[src/rtl/wbck_port_arbiter.sv]
// Round-robin arbiter sharing the register-file write-back port among NREQ producers,
// feeding a one-entry registered output slot with full-throughput drain/refill.
module wbck_port_arbiter #(
  parameter int NREQ   = 3,
  parameter int XLEN   = 32,
  parameter int RIDX_W = 5
) (
  input  logic                   clk,
  input  logic                   rst_n,
  input  logic [NREQ-1:0]        req_valid,
  output logic [NREQ-1:0]        req_ready,
  input  logic [NREQ*RIDX_W-1:0] req_rdidx,
  input  logic [NREQ*XLEN-1:0]   req_data,
  output logic                   wb_valid,
  input  logic                   wb_ready,
  output logic [RIDX_W-1:0]      wb_rdidx,
  output logic [XLEN-1:0]        wb_data
);

  localparam int          PTR_W = (NREQ > 1) ? $clog2(NREQ) : 1;
  localparam int unsigned N     = NREQ;

  typedef enum logic {
    EMPTY = 1'b0,
    FULL  = 1'b1
  } slot_state_e;

  slot_state_e           state_q, state_d;
  logic [PTR_W-1:0]      rr_ptr;
  logic [PTR_W-1:0]      gnt_idx;
  logic                  gnt_found;
  logic                  can_load;
  logic                  load;
  logic [RIDX_W-1:0]     sel_rdidx;
  logic [XLEN-1:0]       sel_data;
  logic [RIDX_W-1:0]     rd_arr [NREQ];
  logic [XLEN-1:0]       dt_arr [NREQ];

  for (genvar i = 0; i < NREQ; i++) begin : g_unpack
    assign rd_arr[i] = req_rdidx[i*RIDX_W +: RIDX_W];
    assign dt_arr[i] = req_data[i*XLEN +: XLEN];
  end

  assign wb_valid = (state_q == FULL);
  assign can_load = (state_q == EMPTY) || wb_ready;

  // Search starts just after the last winner; the first valid hit stops the scan.
  always_comb begin : grant
    int unsigned      idx;
    logic [PTR_W-1:0] cand;
    idx       = 0;
    cand      = '0;
    req_ready = '0;
    gnt_found = 1'b0;
    gnt_idx   = '0;
    sel_rdidx = '0;
    sel_data  = '0;
    for (int unsigned off = 1; off <= N; off++) begin
      idx = 32'(rr_ptr) + off;
      if (idx >= N) idx = idx - N;
      cand = PTR_W'(idx);
      if (rst_n && can_load && !gnt_found && req_valid[cand]) begin
        gnt_found       = 1'b1;
        gnt_idx         = cand;
        req_ready[cand] = 1'b1;
        sel_rdidx       = rd_arr[cand];
        sel_data        = dt_arr[cand];
      end
    end
  end

  // An x0 destination completes the handshake but never occupies the slot.
  always_comb begin : next_state
    state_d = state_q;
    load    = gnt_found && (sel_rdidx != '0);
    if (load) begin
      state_d = FULL;
    end else if (state_q == FULL && wb_ready) begin
      state_d = EMPTY;
    end
  end

  always_ff @(posedge clk or negedge rst_n) begin
    if (!rst_n) begin
      state_q <= EMPTY;
    end else begin
      state_q <= state_d;
    end
  end

  always_ff @(posedge clk or negedge rst_n) begin
    if (!rst_n) begin
      rr_ptr   <= PTR_W'(NREQ - 1);
      wb_rdidx <= '0;
      wb_data  <= '0;
    end else begin
      if (gnt_found) rr_ptr <= gnt_idx;
      if (load) begin
        wb_rdidx <= sel_rdidx;
        wb_data  <= sel_data;
      end
    end
  end

endmodule

[config.mk]
export PLATFORM = sky130hd
export DESIGN_NAME = wbck_port_arbiter
export DESIGN_NICKNAME = d
export VERILOG_FILES = /design/src/rtl/wbck_port_arbiter.sv
export SDC_FILE = /design/constraint.sdc
export NUM_CORES = 1
export LEC_CHECK = 0
export ABC_AREA = 1
export BUFFER_PORTS_ARGS = -buffer_cell sky130_fd_sc_hd__buf_2
export CAP_MARGIN = 40
export CORE_MARGIN = 8
export CORE_UTILIZATION = 53
export CTS_BUF_LIST = sky130_fd_sc_hd__clkbuf_16
export DETAILED_ROUTE_END_ITERATION = 6
export PLACE_DENSITY = 0.88
export RECOVER_POWER = 100
export SYNTH_ARGS = -nofsm -noshare
export SYNTH_HDL_FRONTEND = slang
export SYNTH_SLANG_ARGS = --single-unit
[constraint.sdc]
create_clock -name clk -period 3.2 [get_ports clk]
set_input_delay 0.16 -clock clk [delete_from_list [all_inputs] [get_ports clk]]
set_output_delay 0.16 -clock clk [all_outputs]
set_load 0.01 [all_outputs]
==> flow_summary.toml, run 1 <==
[run_status]
status = "finished, violations left"
violations = "max-capacitance violations, max-slew violations"

[global_route]
busiest_layer = "met2"
grt_util_met2 = 0.443
grt_overflow_total = 0
grt_max_degree = 87
grt_use_met3 = 0.0581
antenna_found_initial = 0
grt_pass1_vias = 6230
met1_usage = 0.377
grt_util_all_layers = 0.282
grt_pass1_wl_um = 30500

[synth]
synth-seq-cells = 40
syn-cell-area_um2 = 5030
syn_area_per_cell_um2 = 5.69
synth_edf_count = 0
syn_inst = 884
synth_async_sr_flop_share = 1.00
synthTopCellsByCount = "nand2_1, o21ai_0, nand3_1"
yosysWarnings = 0
yosysMostFrequentCell = "nand2_1"
ys_types = 33
synth_seq_area_share = 0.199
syn_nets = 1007
synth.top_cell.area_share = 0.223
ys.flop_type = "dfrtp_1"
synth.area.top_cells = "nand2_1, dfrtp_1, o21ai_0"
synth_top_area_cell = "nand2_1"

[power]
leakage_uw = 0.00295
p_per_area_nw_per_um2 = 1220
peakVddDrop_uv = 879
power_uw = 7230

[sta]
tightestPinTransition_ps = 2130
min_period_over_period = 0.943
rsz0062_at_grt = "no"
hold_violations = 0
setup_tns_ps = 0
slew_viol_final = 41
finalSetupViolCount = 0
fin_hold_ws_ps = 234
fmax_ghz = 0.331
setup_slack_ps = 181
period_minus_slack_ps = 3020
worst_slew_margin_rel = -0.417
clock_skew_ps = 4.28

[worst_setup_path]
regToRegEndpoint = "wb_data[21]$_DFFE_PN0P_"
regToRegSetupSlack_ps = 230
setup.worst_path.end_class = "primary output"
crit_fanout = 10
worstPathRequired_ps = 3040
crit_path_start_kind = "flip-flop"
path_class = "reg -> out"
endpoint = "req_ready[2]"
r2r-start = "rr_ptr[1]$_DFFE_PN1P_"
rr_worst_depth = 14
crit_path_start = "rr_ptr[1]$_DFFE_PN1P_"
crit_arrival_ps = 2860

[route]
wl_per_cell_um = 16.4
ant_nets = 0
post_drt_via_cell_ratio = 5.93
dr.pass1.iters = 5
vias = 6692
drtIter0Drc = 970
drcViolationCount = 0
routed_wl_um = 18500

[placed_design]
dp_hpwl_um = 13200
dp_cells = 1119
place.gp.congestion = 0.985
io_buffers = 157
pre_cts_ws_ps = 320

[worst_hold_path]
min_path_type = "in -> reg"
min_path_cells = 4

[floorplan]
io_pins = 158
initial_core_util = 0.544
die-area_um2 = 12900
core_area_um2 = 9240
fp-row-count = 35
chipHeight_um = 113
die_x_um = 113

[finish]
nets = 1121
layout.cells.non_filler = 1128
diodes = 0
syn_to_final_growth_pct = 17.7
drive_gt1_frac = 0.172

[cts]
h-tree-depth = 2
clk_pin_slew_ps = 60
insertion_delay_ps = 280
clk_path_buf_depth = 2
cts_tree = "yes"
clock-root-buffer = "clkbuf_16"
cts_made_buffers = 5
cts_num_sinks = 40

[flow_run]
cap_viol_max_count = 1
## where the power goes
group	total, uW	internal (uW)	switching (uW)
sequential	796	687	109
combinational	5860	1770	4090
clock	579	370	208
## cells in the final DEF (no fill, tap or decap), types with 2 or more instances in the layout
master,instances
buf_4,21
inv_1,54
nand3_1,83
o21ai_0,116
a22oi_1,10
a21oi_1,34
clkbuf_16,5
clkbuf_2,2
inv_2,5
inv_6,2
nor2_4,3
buf_2,115
nand4_1,43
ha_1,4
dfrtp_1,39
o221ai_1,13
o22ai_1,3
clkbuf_1,42
nor2_1,60
o211ai_1,23
nand2_1,299
nor2_2,2
nand2_2,5
## routing by layer
layer  share of wire  wire length [um]
met1            0.41              7580
met2            0.45              8320
met3            0.12              2200
met4           0.021               388
met5               0                 0
## through the flow
stage,util,instance area (um^2)
after floorplan,-,5030
after detailed placement,0.627,5790
final,0.640,5920
after global routing,0.640,5920
after global placement,0.627,5790
after CTS,0.647,5970
## kinds of logic (layout without fill, tap and decap cells)
family          count (synthesis)  after routing  share of synthesized area
simple gates                  499            499                      0.426
compound gates                203            203                      0.236
fa+ha+maj                       6              6                     0.0149
buf+inv                       136            251                      0.124
flops                          40             40                      0.199
## sequential cells by signal, indices dropped and copies added (netlist names)
| signal | flops |
|---|---|
| rr_ptr | 2 |
| wb_data | 32 |
| wb_rdidx | 5 |
| wb_valid | 1 |
## worst min-delay path by stage
stage	from	end
detailed placement	rst_n	wb_data[17]$_DFFE_PN0P_
CTS	wb_ready	wb_valid$_DFFE_PN0P_
finish	wb_ready	wb_valid$_DFFE_PN0P_
global route	wb_ready	wb_valid$_DFFE_PN0P_
floorplan	rst_n	rr_ptr[0]$_DFFE_PN0P_
global placement	rst_n	wb_data[17]$_DFFE_PN0P_
## critical path, cell delays in order (launching register included)
cell	delay, ps
dfstp_2	580
inv_1	120
ha_4	390
inv_6	70
nand2_2	70
nand2_4	50
nand2_1	60
nand2_1	100
nand2_1	270
and3_2	380
inv_2	80
o21ai_0	230
clkbuf_2	180
## layout make-up
| class | count | area, um^2 |
|---|---|---|
| Multi-Input combinational cell | 708 | 3420 |
| Fill cell | 908 | 3320 |
| Sequential cell | 40 | 1000 |
| Timing Repair Buffer | 182 | 931 |
| Inverter | 61 | 234 |
| Tap cell | 129 | 161 |
| Clock buffer | 5 | 125 |
| Clock inverter | 3 | 46.3 |
## timing repair
action,in CTS,in global routing
hold buffers,1,0
setup endpoints to repair,0,3
buffers inserted,0,0
endpoints found under the hold margin,39,0
gates resized for setup,0,1
Note: power is estimated with default switching activity, not from simulation.
==> run 2: changes to the inputs <==
--- a/config.mk
+++ b/config.mk
@@ -5,11 +5,10 @@
 export SDC_FILE = /design/constraint.sdc
 export NUM_CORES = 1
 export LEC_CHECK = 0
-export ABC_AREA = 1
 export BUFFER_PORTS_ARGS = -buffer_cell sky130_fd_sc_hd__buf_2
 export CAP_MARGIN = 40
 export CORE_MARGIN = 8
-export CORE_UTILIZATION = 53
+export CORE_UTILIZATION = 52
 export CTS_BUF_LIST = sky130_fd_sc_hd__clkbuf_16
 export DETAILED_ROUTE_END_ITERATION = 6
 export PLACE_DENSITY = 0.88
==> run 2 against run 1 <==
Net effect:
- the run now ends clean
- synthesized cell count is 33% lower
- first-iteration DRC count down 50%
- largest cell class unchanged
- final cell count shrank 24%
- via count is 16% lower
- routed wire length down 1.4%
- global-route usage down 1.4 points
- clock-buffer cell count unchanged
- largest power group unchanged
- clock skew decreased by 0.64 ps
- flip-flop and latch count unchanged
- design area rose by 1.2%
==> flow_summary.toml, run 2 <==
[synth]
synth_async_sr_flop_share = 1.00
yosysWarnings = 0
yosysMostFrequentCell = "nor2_1"
synth.area.top_cells = "mux2i_1, dfrtp_1, nor2_1"
synth_seq_area_share = 0.213
synthTopCellsByCount = "nor2_1, mux2i_1, a21oi_1"
synth-seq-cells = 40
syn-cell-area_um2 = 4710
synth_edf_count = 0
ys_types = 52
syn_area_per_cell_um2 = 8.01
ys.flop_type = "dfrtp_1"
synth.top_cell.area_share = 0.225
syn_inst = 588
syn_nets = 711
synth_top_area_cell = "mux2i_1"

[sta]
tightestPinTransition_ps = 687
slew_viol_final = 0
hold_violations = 0
clock_skew_ps = 3.64
setup_slack_ps = 39.4
period_minus_slack_ps = 3160
fmax_ghz = 0.316
min_period_over_period = 0.988
worst_slew_margin_rel = 0.542
setup_tns_ps = 0
finalSetupViolCount = 0

[worst_setup_path]
path_class = "reg -> reg"
crit_arrival_ps = 3320
regToRegEndpoint = "wb_data[21]$_DFFE_PN0P_"
regToRegSetupSlack_ps = 40
worstPathRequired_ps = 3360
rr_worst_depth = 13
r2r-start = "rr_ptr[1]$_DFFE_PN1P_"
crit_path_start_kind = "flip-flop"
crit_fanout = 13
setup.worst_path.end_class = "flip-flop"

[floorplan]
io_pins = 158
chipHeight_um = 111
fp-row-count = 34
die-area_um2 = 12400
core_area_um2 = 8760
die_x_um = 111
initial_core_util = 0.538

[route]
routed_wl_um = 18200
post_drt_via_cell_ratio = 6.59
wl_per_cell_um = 21.4
dr.pass1.iters = 5
drtIter0Drc = 482
drcViolationCount = 0
ant_nets = 0
vias = 5618

[global_route]
antenna_found_initial = 0
grt_max_degree = 50
grt_pass1_vias = 5758
grt_overflow_total = 0
grt_util_all_layers = 0.267
grt_pass1_wl_um = 28000

[cts]
cts_num_sinks = 40
cts_tree = "yes"
h-tree-depth = 2
insertion_delay_ps = 280
clock-root-buffer = "clkbuf_16"
clk_path_buf_depth = 2
clk_pin_slew_ps = 60
cts_made_buffers = 5
postCtsHoldBufs = 0

[finish]
layout_commonest_cell = "buf_2"
diodes = 0
largest_register = "wb_data"
fillers = 704
reg.largest.list = "wb_data (32), wb_rdidx (5), rr_ptr (2)"
multi_input_area_um2 = 3540
nets = 866
register_area_um2 = 1000
final_cell_mix = "buf_2, mux2i_1, nor2_1, a21oi_1, clkbuf_1"
drive_gt1_frac = 0.281
syn_to_final_growth_pct = 27.1
largest_reg_flops = 32

[placed_design]
io_buffers = 157
dp_hpwl_um = 12900
place.gp.congestion = 0.920
pre_cts_ws_ps = -17.5

[power]
leakage_uw = 0.00277
p_per_area_nw_per_um2 = 1200
power_uw = 7170
peakVddDrop_uv = 570

[run_status]
status = "complete, no violations"

[flow_run]
cap_viol_max_count = 0

[worst_hold_path]
min_path_type = "in -> async"
## run 2: cell types whose count changed after synthesis, sizes merged, moves of 36 or more
cell   previous run  this run
nand2           305         9
mux2i             0       106
o21ai           117        34
nand3            84         2
inv              60         5
nor2             65       109
nand4            43         1
mux2              0        39
a21oi            35        71
## run 2: critical path, stage by stage, from the launching register on
cell and delay (ps):
dfstp_2 530, inv_1 70, ha_4 280, clkinv_2 70
buf_6 160, buf_4 190, nor2_1 60, a31o_2 220
nor4b_1 250, o21ba_2 230, a2111oi_4 290, buf_6 180
buf_12 150, mux2_1 330
## run 2: layer usage
layer  vias to the layer above  global-route usage  part of all wire
met3                        69              0.0747              0.11
met4                         0               0.108             0.031
met1                      2655               0.311              0.39
met5                         -                   0                 0
li1                       2490                   -                 -
met2                       404               0.450              0.47
## run 2: how the worst max path moves through the flow
stage / from / endpoint / slack [ps] / depth (start not counted)
2_1_floorplan: rr_ptr[0]$_DFFE_PN0P_ / wb_data[10]$_DFFE_PN0P_ / -280 / 13
3_3_place_gp: rr_ptr[1]$_DFFE_PN1P_ / wb_data[6]$_DFFE_PN0P_ / 70 / 10
3_5_place_dp: rr_ptr[1]$_DFFE_PN1P_ / wb_data[29]$_DFFE_PN0P_ / -20 / 10
4_1_cts: rr_ptr[1]$_DFFE_PN1P_ / wb_data[29]$_DFFE_PN0P_ / -20 / 12
5_1_grt: rr_ptr[1]$_DFFE_PN1P_ / wb_data[18]$_DFFE_PN0P_ / -10 / 11
6_report: rr_ptr[1]$_DFFE_PN1P_ / wb_data[21]$_DFFE_PN0P_ / 40 / 13
## run 2: cells by family (layout without fill, tap and decap cells)
kind of cell    count (synthesis)  after routing  share of synthesized area
simple gates                  168            169                      0.163
compound gates                168            168                      0.233
flops                          40             40                      0.213
xor+xnor                        1              1                    0.00186
fa+ha+maj                       6              6                     0.0159
mux                           145            145                      0.319
buf+inv                        60            215                     0.0544
## run 2: final cells by class
type,instances,share of cell area
clock inverter,3,0.00627
sequential,40,0.168
multi-input combinational,489,0.591
inverter,5,0.00334
tap,108,0.0226
timing repair buffer,202,0.188
clock buffer,5,0.0209
## run 2: timing repair
action                                  in CTS  in global routing
gates resized for setup                      0                 13
setup buffers                                0                  2
gates cloned                                 0                  2
pin swaps                                    1                  3
endpoints found under the setup margin      25                 34
## run 2: power breakdown
part	internal, uW	switching, uW	leakage (uW)
combinational	2520	3310	0.00216
sequential	675	97.3	0.000529
clock	363	203	0.0000789
## run 2: per-stage QoR
step                      hold slack [ps]  cells   util  instance area [um^2]
final                                 109    852  0.683                  5990
after global routing                  178    852  0.683                  5990
after CTS                            33.6    848  0.679                  5950
after detailed placement              329    840  0.660                  5790
after global placement                333    840  0.660                  5790
after floorplan                      -136    588      -                  4790
==> run 3: changes to the inputs <==
==> config.mk (replaced) <==
export PLATFORM = sky130hd
export DESIGN_NAME = wbck_port_arbiter
export DESIGN_NICKNAME = d
export VERILOG_FILES = /design/src/rtl/wbck_port_arbiter.sv
export SDC_FILE = /design/constraint.sdc
export NUM_CORES = 1
export LEC_CHECK = 0
export CAP_MARGIN = 40
export CORE_UTILIZATION = 65
export CTS_BUF_LIST = sky130_fd_sc_hd__clkbuf_16
export DETAILED_ROUTE_END_ITERATION = 6
export DONT_BUFFER_PORTS = 1
export MAX_ROUTING_LAYER = met4
export PLACE_DENSITY = 0.87
export RECOVER_POWER = 100
export SYNTH_ARGS = -nofsm -noshare
export SYNTH_HDL_FRONTEND = slang
export SYNTH_SLANG_ARGS = --single-unit
==> run 3 against run 2 <==
Net effect:
- the flow now finishes with violations (max-capacitance violations, max-slew violations, negative setup slack)
- die area decreased by 39%
- worst setup slack lost 82 ps
- final cell count is 19% lower
- non-clock buffer count is 149 lower
- register-to-register slack got worse by 80 ps
==> flow_summary.toml, run 3 (synthesis results as in run 2) <==
[worst_setup_path]
crit_path_frequent_cell = "mux2_4"
crit_slowest_cell = "dfstp_2"
critPathMaxStageDelay_ps = 540
setup.worst_path.end_class = "flip-flop"
worstPathRequired_ps = 3370
crit_fanout = 7
crit_path_start_kind = "flip-flop"
crit_family = "compound AO/OA/AOI/OAI gates"
path_class = "reg -> reg"
cp.buffers_inverters = 3
crit_chain = "inv_2, ha_4, mux2_4, o2111ai_4, o21bai_4, nor2_4, a221o_1, a2111oi_4, buf_6, clkbuf_16, mux2_4"
crit_arrival_ps = 3410

[sta]
min_period_over_period = 1.01
fmax_ghz = 0.308
finalSetupViolCount = 28
slew_viol_final = 41
clock_skew_ps = 4.22
rsz0062_at_grt = "yes"
worst_slew_margin_rel = -0.568
setup_slack_ps = -42.9
period_minus_slack_ps = 3240
hold_violations = 0
tightestPinTransition_ps = 2350

[finish]
largest_register = "wb_data"
syn_to_final_growth_pct = 15.6
diodes = 0
fin_area_um2 = 5450
nets = 716
reg.largest.list = "wb_data (32), wb_rdidx (5), rr_ptr (2)"
largest_reg_flops = 32
final_cell_mix = "mux2i_1, nor2_1, a21oi_1, buf_4, dfrtp_1"
drive_gt1_frac = 0.202

[power]
peakVddDrop_uv = 673
p_per_area_nw_per_um2 = 1450
leakage_uw = 0.00238
power_uw = 7880

[cts]
h-tree-depth = 2
insertion_delay_ps = 280
clock-root-buffer = "clkbuf_16"
cts_num_sinks = 40
cts_made_buffers = 5
clk_path_buf_depth = 2
cts_tree = "yes"
clk_pin_slew_ps = 60

[placed_design]
place.gp.congestion = 0.992
dp_hpwl_um = 10300
io_buffers = 0
dpl_cell_area_um2 = 4950
pre_cts_ws_ps = -54.8

[floorplan]
initial_core_util = 0.682
die_x_um = 87.1
fp-row-count = 30
chipHeight_um = 87.1
io_pins = 158
die-area_um2 = 7590
core_area_um2 = 6910

[route]
vias = 5290
ant_nets = 0
wl_per_cell_um = 24.2
drcViolationCount = 0
dr.pass1.iters = 6
routed_wl_um = 16700
post_drt_via_cell_ratio = 7.67
drtIter0Drc = 713

[global_route]
grt_pass1_vias = 5003
antenna_found_initial = 0
grt_overflow_total = 0
grt_util_all_layers = 0.413
grt_max_degree = 89
grt_pass1_wl_um = 23900

[run_status]
status = "finished, violations left"
violations = "max-capacitance violations, max-slew violations, negative setup slack"

[worst_hold_path]
min_path_type = "in -> reg"

[flow_run]
cap_viol_max_count = 1
[run 3: layout make-up]
type                    count  area, um^2
multi-input cells         488        3640
clock buffers               5         125
flip-flops and latches     40        1000
inverters                   5        21.3
repair buffers             53         522
clock inverters             3        13.8
well taps                  96         120
fillers                   476        1460
[run 3: final timing paths]
check                                            start                 endpoint  slack, ps  cells past startpoint
worst max-delay path             rr_ptr[1]$_DFFE_PN1P_  wb_data[20]$_DFFE_PN0P_        -40                     11
worst min-delay path                      req_rdidx[2]  wb_rdidx[2]$_DFFE_PN0P_        180                      3
worst max register to register   rr_ptr[1]$_DFFE_PN1P_  wb_data[20]$_DFFE_PN0P_        -40                     11
worst min register to register  wb_data[0]$_DFFE_PN0P_   wb_data[0]$_DFFE_PN0P_        590                      1
max in group asynchronous                        rst_n    rr_ptr[0]$_DFFE_PN0P_        550                      2
min in group asynchronous                        rst_n  wb_rdidx[0]$_DFFE_PN0P_       1140                      2
[run 3: routing by layer]
| layer | global-route usage | up-vias | wire length, um |
|---|---|---|---|
| met5 | - | - | 0 |
| met4 | 0.235 | 0 | 890 |
| met3 | 0.101 | 116 | 2150 |
| met2 | 0.675 | 484 | 7760 |
| met1 | 0.462 | 2491 | 5900 |
| li1 | - | 2199 | - |
[run 3: what timing repair did]
| action | 4_1_cts | 5_1_grt |
|---|---|---|
| gates resized for setup | 3 | 41 |
| gates cloned | 1 | 4 |
| hold endpoints to repair | 40 | 0 |
| hold buffers | 2 | 0 |
| pin swaps | 3 | 4 |
| setup endpoints to repair | 32 | 35 |
| setup buffers | 5 | 4 |
[run 3: per-stage QoR]
stage / utilization / TNS, ps / instances / hold slack, ps
4_1_cts: 0.754 / 0 / 682 / 173
3_3_place_gp: 0.717 / 0 / 666 / -134
5_1_grt: 0.789 / -2600 / 690 / 190
6_report: 0.789 / -649 / 690 / 177
2_1_floorplan: - / -8130 / 588 / -136
3_5_place_dp: 0.717 / -1150 / 666 / -134
[run 3: worst register-to-register path: cells and delay by family (launching register included)]
| family | cells | cell delay (ps) |
|---|---|---|
| AOI/OAI and AO/OA | 4 | 1150 |
| adders and majority gates | 1 | 310 |
| buffers and inverters | 3 | 440 |
| DFF | 1 | 540 |
| muxes | 2 | 620 |
| and+or+nand+nor | 1 | 60 |
[run 3: power by group]
| group | leakage [uW] | total [uW] | switching [uW] | internal, uW |
|---|---|---|---|---|
| clock | 0.0000710 | 503 | 218 | 284 |
| sequential | 0.000529 | 844 | 169 | 674 |
| combinational | 0.00178 | 6530 | 3480 | 3050 |
| total | 0.00238 | 7880 | 3870 | 4010 |
